File: src/rtl/dlx_multicycle_control_pkg.sv
// dlx_multicycle_control_pkg: opcode constants, state encodings and
// mux-select encodings shared by the DLX control FSM and its datapath.
package dlx_multicycle_control_pkg;

    localparam logic [5:0] OP_RTYPE  = 6'h00;
    localparam logic [5:0] OP_J      = 6'h02;
    localparam logic [5:0] OP_JAL    = 6'h03;
    localparam logic [5:0] OP_BEQZ   = 6'h04;
    localparam logic [5:0] OP_BNEZ   = 6'h05;
    localparam logic [5:0] OP_IMM_LO = 6'h08;
    localparam logic [5:0] OP_IMM_HI = 6'h0F;
    localparam logic [5:0] OP_LW     = 6'h23;
    localparam logic [5:0] OP_SW     = 6'h2B;

    typedef enum logic [3:0] {
        S_RST    = 4'd0,
        S_FETCH  = 4'd1,
        S_DECODE = 4'd2,
        S_REXEC  = 4'd3,
        S_RWB    = 4'd4,
        S_IEXEC  = 4'd5,
        S_IWB    = 4'd6,
        S_MADDR  = 4'd7,
        S_MRD    = 4'd8,
        S_MWB    = 4'd9,
        S_MWR    = 4'd10,
        S_BRANCH = 4'd11,
        S_JLINK  = 4'd12,
        S_JUMP   = 4'd13,
        S_HALT   = 4'd14
    } state_e;

    localparam logic [1:0] PCSRC_ALU    = 2'b00;
    localparam logic [1:0] PCSRC_ALUOUT = 2'b01;
    localparam logic [1:0] PCSRC_JUMP   = 2'b10;

    localparam logic [1:0] ALUOP_ADD   = 2'b00;
    localparam logic [1:0] ALUOP_SUB   = 2'b01;
    localparam logic [1:0] ALUOP_FUNCT = 2'b10;
    localparam logic [1:0] ALUOP_IMM   = 2'b11;

    localparam logic [1:0] SRCB_REGB    = 2'b00;
    localparam logic [1:0] SRCB_FOUR    = 2'b01;
    localparam logic [1:0] SRCB_IMM     = 2'b10;
    localparam logic [1:0] SRCB_IMM_SH2 = 2'b11;

    localparam logic [1:0] REGDST_RT  = 2'b00;
    localparam logic [1:0] REGDST_RD  = 2'b01;
    localparam logic [1:0] REGDST_R31 = 2'b10;

    localparam logic [1:0] M2R_ALUOUT  = 2'b00;
    localparam logic [1:0] M2R_MEMDATA = 2'b01;
    localparam logic [1:0] M2R_PC      = 2'b10;

    typedef struct packed {
        logic       pc_write;
        logic       pc_write_cond;
        logic       ior_d;
        logic       mem_read;
        logic       mem_write;
        logic       ir_write;
        logic       alu_src_a;
        logic       reg_write;
        logic [1:0] pc_source;
        logic [1:0] alu_op;
        logic [1:0] alu_src_b;
        logic [1:0] reg_dst;
        logic [1:0] mem_to_reg;
    } ctrl_t;

endpackage

File: src/rtl/dlx_ctrl_outdec.sv
// dlx_ctrl_outdec: combinational decode of FSM state into datapath strobes.
// Only the branch write-enable looks past the state, at Opcode and Zero.
module dlx_ctrl_outdec
    import dlx_multicycle_control_pkg::*;
#(
    parameter int OPC_W = 6
) (
    input  state_e             state,
    input  logic [OPC_W-1:0]   opcode,
    input  logic               zero,
    output ctrl_t              ctrl
);

    logic is_beqz;
    logic is_bnez;

    assign is_beqz = (opcode == OPC_W'(OP_BEQZ));
    assign is_bnez = (opcode == OPC_W'(OP_BNEZ));

    // Per-state strobe table; anything not set stays 0 (RST, HALT, unused codes)
    always_comb begin
        ctrl = '0;
        unique case (state)
            S_FETCH: begin
                ctrl.mem_read  = 1'b1;
                ctrl.ir_write  = 1'b1;
                ctrl.pc_write  = 1'b1;
                ctrl.alu_src_b = SRCB_FOUR;
                ctrl.alu_op    = ALUOP_ADD;
                ctrl.pc_source = PCSRC_ALU;
            end
            S_DECODE: begin
                ctrl.alu_src_b = SRCB_IMM_SH2;
                ctrl.alu_op    = ALUOP_ADD;
            end
            S_REXEC: begin
                ctrl.alu_src_a = 1'b1;
                ctrl.alu_src_b = SRCB_REGB;
                ctrl.alu_op    = ALUOP_FUNCT;
            end
            S_RWB: begin
                ctrl.reg_write  = 1'b1;
                ctrl.reg_dst    = REGDST_RD;
                ctrl.mem_to_reg = M2R_ALUOUT;
            end
            S_IEXEC: begin
                ctrl.alu_src_a = 1'b1;
                ctrl.alu_src_b = SRCB_IMM;
                ctrl.alu_op    = ALUOP_IMM;
            end
            S_IWB: begin
                ctrl.reg_write  = 1'b1;
                ctrl.reg_dst    = REGDST_RT;
                ctrl.mem_to_reg = M2R_ALUOUT;
            end
            S_MADDR: begin
                ctrl.alu_src_a = 1'b1;
                ctrl.alu_src_b = SRCB_IMM;
                ctrl.alu_op    = ALUOP_ADD;
            end
            S_MRD: begin
                ctrl.mem_read = 1'b1;
                ctrl.ior_d    = 1'b1;
            end
            S_MWB: begin
                ctrl.reg_write  = 1'b1;
                ctrl.reg_dst    = REGDST_RT;
                ctrl.mem_to_reg = M2R_MEMDATA;
            end
            S_MWR: begin
                ctrl.mem_write = 1'b1;
                ctrl.ior_d     = 1'b1;
            end
            S_BRANCH: begin
                ctrl.alu_src_a     = 1'b1;
                ctrl.alu_src_b     = SRCB_REGB;
                ctrl.alu_op        = ALUOP_SUB;
                ctrl.pc_source     = PCSRC_ALUOUT;
                ctrl.pc_write_cond = (is_beqz & zero) | (is_bnez & ~zero);
            end
            S_JLINK: begin
                ctrl.reg_write  = 1'b1;
                ctrl.reg_dst    = REGDST_R31;
                ctrl.mem_to_reg = M2R_PC;
                ctrl.pc_source  = PCSRC_ALU;
                ctrl.alu_src_a  = 1'b0;
                ctrl.alu_src_b  = SRCB_FOUR;
                ctrl.alu_op     = ALUOP_ADD;
            end
            S_JUMP: begin
                ctrl.pc_write  = 1'b1;
                ctrl.pc_source = PCSRC_JUMP;
            end
            default: ;
        endcase
    end

endmodule

File: src/rtl/dlx_multicycle_control.sv
// dlx_multicycle_control: Moore control FSM for the multicycle DLX datapath.
// Define DLX_ILLEGAL_OP_TRAP_EN to park undecoded opcodes in HALT.
module dlx_multicycle_control
    import dlx_multicycle_control_pkg::*;
#(
    parameter int OPC_W    = 6,
    parameter int RETIRE_W = 32
) (
    input  logic                Clock,
    input  logic                Reset_n,
    input  logic [OPC_W-1:0]    Opcode,
    input  logic                Zero,
    input  logic                Overflow,
    output logic                PCWrite,
    output logic                PCWriteCond,
    output logic                IorD,
    output logic                MemRead,
    output logic                MemWrite,
    output logic                IRWrite,
    output logic                ALUSrcA,
    output logic                RegWrite,
    output logic [1:0]          PCSource,
    output logic [1:0]          ALUOp,
    output logic [1:0]          ALUSrcB,
    output logic [1:0]          RegDst,
    output logic [1:0]          MemToReg,
    output logic [3:0]          State,
    output logic [RETIRE_W-1:0] Retired,
    output logic                Halted
);

`ifdef DLX_ILLEGAL_OP_TRAP_EN
    localparam state_e S_ILLEGAL = S_HALT;
`else
    localparam state_e S_ILLEGAL = S_FETCH;
`endif

    state_e              state_q;
    state_e              state_d;
    logic [RETIRE_W-1:0] retired_q;
    logic [RETIRE_W-1:0] retired_d;
    ctrl_t               ctrl;

    logic op_rtype;
    logic op_lw;
    logic op_sw;
    logic op_br;
    logic op_j;
    logic op_jal;
    logic op_imm;

    // Overflow never steers control flow
    logic unused_overflow;
    assign unused_overflow = Overflow;

    assign op_rtype = (Opcode == OPC_W'(OP_RTYPE));
    assign op_lw    = (Opcode == OPC_W'(OP_LW));
    assign op_sw    = (Opcode == OPC_W'(OP_SW));
    assign op_br    = (Opcode == OPC_W'(OP_BEQZ)) |
                      (Opcode == OPC_W'(OP_BNEZ));
    assign op_j     = (Opcode == OPC_W'(OP_J));
    assign op_jal   = (Opcode == OPC_W'(OP_JAL));
    assign op_imm   = (Opcode >= OPC_W'(OP_IMM_LO)) &&
                      (Opcode <= OPC_W'(OP_IMM_HI));

    // Next-state: one step per state, opcode dispatch in DECODE and MADDR
    always_comb begin
        state_d = state_q;
        unique case (state_q)
            S_RST:    state_d = S_FETCH;
            S_FETCH:  state_d = S_DECODE;
            S_DECODE: begin
                if (op_rtype)            state_d = S_REXEC;
                else if (op_lw | op_sw)  state_d = S_MADDR;
                else if (op_br)          state_d = S_BRANCH;
                else if (op_j)           state_d = S_JUMP;
                else if (op_jal)         state_d = S_JLINK;
                else if (op_imm)         state_d = S_IEXEC;
                else                     state_d = S_ILLEGAL;
            end
            S_REXEC:  state_d = S_RWB;
            S_RWB:    state_d = S_FETCH;
            S_IEXEC:  state_d = S_IWB;
            S_IWB:    state_d = S_FETCH;
            S_MADDR:  state_d = op_lw ? S_MRD : S_MWR;
            S_MRD:    state_d = S_MWB;
            S_MWB:    state_d = S_FETCH;
            S_MWR:    state_d = S_FETCH;
            S_BRANCH: state_d = S_FETCH;
            S_JLINK:  state_d = S_JUMP;
            S_JUMP:   state_d = S_FETCH;
            S_HALT:   state_d = S_HALT;
            default:  state_d = S_RST;
        endcase
    end

    // Count an instruction each time control returns to FETCH after reset
    always_comb begin
        retired_d = retired_q;
        if ((state_d == S_FETCH) && (state_q != S_RST)) begin
            retired_d = retired_q + RETIRE_W'(1);
        end
    end

    // State and retire counter; reset drops straight back to RST
    always_ff @(posedge Clock or negedge Reset_n) begin
        if (!Reset_n) begin
            state_q   <= S_RST;
            retired_q <= '0;
        end else begin
            state_q   <= state_d;
            retired_q <= retired_d;
        end
    end

    dlx_ctrl_outdec #(
        .OPC_W (OPC_W)
    ) u_outdec (
        .state  (state_q),
        .opcode (Opcode),
        .zero   (Zero),
        .ctrl   (ctrl)
    );

    assign PCWrite     = ctrl.pc_write;
    assign PCWriteCond = ctrl.pc_write_cond;
    assign IorD        = ctrl.ior_d;
    assign MemRead     = ctrl.mem_read;
    assign MemWrite    = ctrl.mem_write;
    assign IRWrite     = ctrl.ir_write;
    assign ALUSrcA     = ctrl.alu_src_a;
    assign RegWrite    = ctrl.reg_write;
    assign PCSource    = ctrl.pc_source;
    assign ALUOp       = ctrl.alu_op;
    assign ALUSrcB     = ctrl.alu_src_b;
    assign RegDst      = ctrl.reg_dst;
    assign MemToReg    = ctrl.mem_to_reg;
    assign State       = state_q;
    assign Retired     = retired_q;

`ifdef DLX_ILLEGAL_OP_TRAP_EN
    assign Halted = (state_q == S_HALT);
`else
    assign Halted = 1'b0;
`endif

endmodule

File: config.mk
export PLATFORM = sky130hd
export DESIGN_NAME = dlx_multicycle_control
export DESIGN_NICKNAME = d
export VERILOG_FILES = /design/src/rtl/dlx_multicycle_control_pkg.sv /design/src/rtl/dlx_ctrl_outdec.sv /design/src/rtl/dlx_multicycle_control.sv
export SDC_FILE = /design/constraint.sdc
export NUM_CORES = 1
export LEC_CHECK = 0
export ABC_AREA = 1
export CELL_PAD_IN_SITES_DETAIL_PLACEMENT = 1
export CELL_PAD_IN_SITES_GLOBAL_PLACEMENT = 2
export CORE_MARGIN = 1
export CORE_UTILIZATION = 28
export DETAILED_ROUTE_END_ITERATION = 6
export PLACE_DENSITY = 0.95
export SLEW_MARGIN = 5
export SYNTH_ARGS = -nofsm -noshare
export SYNTH_HDL_FRONTEND = slang
export SYNTH_SLANG_ARGS = --single-unit
File: constraint.sdc
create_clock -name Clock -period 2.7 [get_ports Clock]
set_clock_uncertainty 0.1 [all_clocks]
set_input_delay 0.54 -clock Clock [delete_from_list [all_inputs] [get_ports Clock]]
set_output_delay 0.54 -clock Clock [all_outputs]
set_load 0.02 [all_outputs]
==> results.ini <==
[status]
status = finished clean

[timing]
max_slew_margin_pct = 42.93
fmax_mhz = 386.3
hold_viol = 0
setup_viol = 0
maxSlewViolCount = 0
tightest_slew_ps = 856.1
period_share_pct = 95.88
fin_crit_ps = 2589
whs_ps = 248.5
rsz0062_at_grt = false

[worst_setup_path]
arrival_ps = 1950
crit_path_frequent_cell = nor2_1
cp_top_family = buffers and inverters
cp.buffers_inverters = 3
cp-start-kind = register
r2r_cells = 11
path_cells = inv_2 -> nor2_1 -> inv_1 -> nor2_1 -> clkdlybuf4s50_1
cp_max_fo = 8
critPathMaxStageDelay_ps = 650
crit_path_end_kind = output port
critical-path-slowest-cell = clkdlybuf4s50_1
cp_data_required_time_ps = 2060
path_class = reg -> out
cp.depth = 5

[synthesis]
synthesis.nets = 437
synthDistinctLibCells = 25
synth.area.top_cells = dfrtp_1 34%, nand2_1 26%, nor2_1 10%
syn_inst = 426
yosys.area.top_type = dfrtp_1
avgSynthCellArea_sq_um = 6.303
yosys_register_bits = 36
yosysTopAreaCellShare_pct = 33.55
ys_warn_count = 0
syn_area_sq_um = 2685
yosysSeqAreaShare_pct = 33.55

[floorplan]
die_x_um = 99.93
dieArea_sq_um = 9985
start_util_pct = 28.92
core_sq_um = 9284
dieHeight_um = 99.93
row_count = 35
io_pins = 65

[power_and_ir_drop]
p_clk_share_pct = 17.1
ir_drop_uv = 353.6
powerDensity_nw_per_um2 = 802.7
seqPwrFrac_pct = 24.4
intPower_mw = 1.415
switching_power_mw = 1.471
comb_power_share_pct = 58.5
leakagePower_nw = 1.701
power.share.switching_pct = 50.98

[clock_tree]
root_buffer = clkbuf_8
clkTransAtPathRegs_ps = 80
clockBufferDepth = 2
clkLatencyLatePin_ps = 300
cts_hold_repair.buffers = 0
h-tree-depth = 2
cts_sinks = 36
cts_tree = built
cts_made_buffers = 5

[route]
drc = 0
wl_um = 9173
detail_route.wl_per_cell_um = 14.61
routed-via-count = 3011
drt_iter0_drc = 164
first_pass_iters = 4
vias_per_cell = 4.795
final_antenna_net_count = 0

[place]
dp_cells = 617
port_buffers = 62
place_congestion = 0.8664
hpwl_um = 6811

[layout]
diodes = 0
fin_cells = 628
finish.net_count = 509
drive_gt1_share_pct = 8.016
syn_to_final_growth_pct = 33.88

[grt]
grt_max_degree = 37
grt_pass1_vias = 3155
overflow = 0
antenna_found_initial = 0
track_usage_pct = 19.67
grt_pass1_wl_um = 15610

[flow_run]
cap_violations = 0

[min_path]
hp-class = in -> async

==> path summary, 6_finish.rpt <==
path	startpoint	endpoint	slack [ps]
worst max-delay path	State[0]$_DFF_PN0_	IRWrite	110
worst min-delay path	Reset_n	Retired[30]$_DFFE_PN0P_	250
worst max register to register	State[2]$_DFF_PN0_	Retired[20]$_DFFE_PN0P_	510
worst min register to register	Retired[31]$_DFFE_PN0P_	Retired[31]$_DFFE_PN0P_	420
max in group asynchronous	Reset_n	State[0]$_DFF_PN0_	1670
min in group Clock	Retired[31]$_DFFE_PN0P_	Retired[31]$_DFFE_PN0P_	420
==> logic make-up after synthesis <==
logic type,count (synthesis),synth area share [%]
AND/OR/NAND/NOR,330,52.28
flip-flops,36,33.55
buffers and inverters,34,6.710
XOR/XNOR,15,4.893
AO/OA/AOI/OAI,9,1.957
adder cells (fa/ha/maj),1,0.4659
other,1,0.1397
==> power by group through the flow <==
stage	combinational, mW	clock, mW	sequential [mW]
after floorplan	1.07	0	0.751
after global placement	1.52	0	0.705
after detailed placement	1.56	0	0.710
after CTS	1.63	0.507	0.703
after global routing	1.82	0.528	0.711
final	1.69	0.494	0.705
==> cells in the mapped netlist <==
master	count
nand4_1	3
nor2_4	3
nand3b_1	15
o21bai_1	1
ha_1	1
o21ai_1	1
nand3_1	41
buf_4	8
buf_6	3
conb_1	1
inv_1	18
nor2_2	1
inv_2	5
xnor2_1	4
o22ai_1	1
xor2_1	11
nor2_1	73
nor4_1	1
dfrtp_1	36
a21oi_1	2
nand2_4	2
o21ai_2	1
nand2_1	188
nand2_2	3
o21ai_0	3
==> metal layers <==
metal,global-route usage [%],share of wire [%],vias to the layer above
met3,2.646,2.7,4
met4,5.317,0.60,0
met5,0,0,-
met1,26.04,48,1483
li1,-,-,1474
met2,33.63,48,50
==> placed cells by master, fill, tap and decap left out, drive strengths merged, types with 4 or more instances in the layout <==
cell type,count
buf,14
clkbuf,5
clkdlybuf4s50,57
dfrtp,36
inv,23
nand2,193
nand3,41
nand3b,15
nor2,78
o21ai,5
xnor2,4
xor2,11
==> area by class of cell <==
class                      instances  area [sq um]
clock buffer                       5         68.82
sequential                        36         902.1
inverter                          23         86.33
clock inverter                     3         42.54
tap                              129         161.4
fill                            1248          5689
multi-input combinational        357          1618
timing repair buffer              75         715.7
==> registers in the layout, indices dropped and copies added, names as in the netlist <==
signal and cells:
Retired 32, State 4
==> what timing repair did <==
action                                  in CTS  in global routing
setup buffers                                0                  2
endpoints found under the setup margin      35                 34
pin swaps                                    1                  1
cloned                                       1                  0
gates resized for setup                      3                  4
==> through the flow <==
step	utilization, %	cell area [sq um]	total power [mW]	TNS [ps]	worst slack, ps
final	38.72	3595	2.886	0	111.3
after global routing	38.72	3595	3.054	0	15.38
after CTS	38.42	3567	2.843	0	25.32
after detailed placement	37.17	3451	2.271	-11160	-367.6
after global placement	37.17	3451	2.225	-9562	-303.7
after floorplan	-	2685	1.822	0	196.9
(Power assumes the default switching activity.)
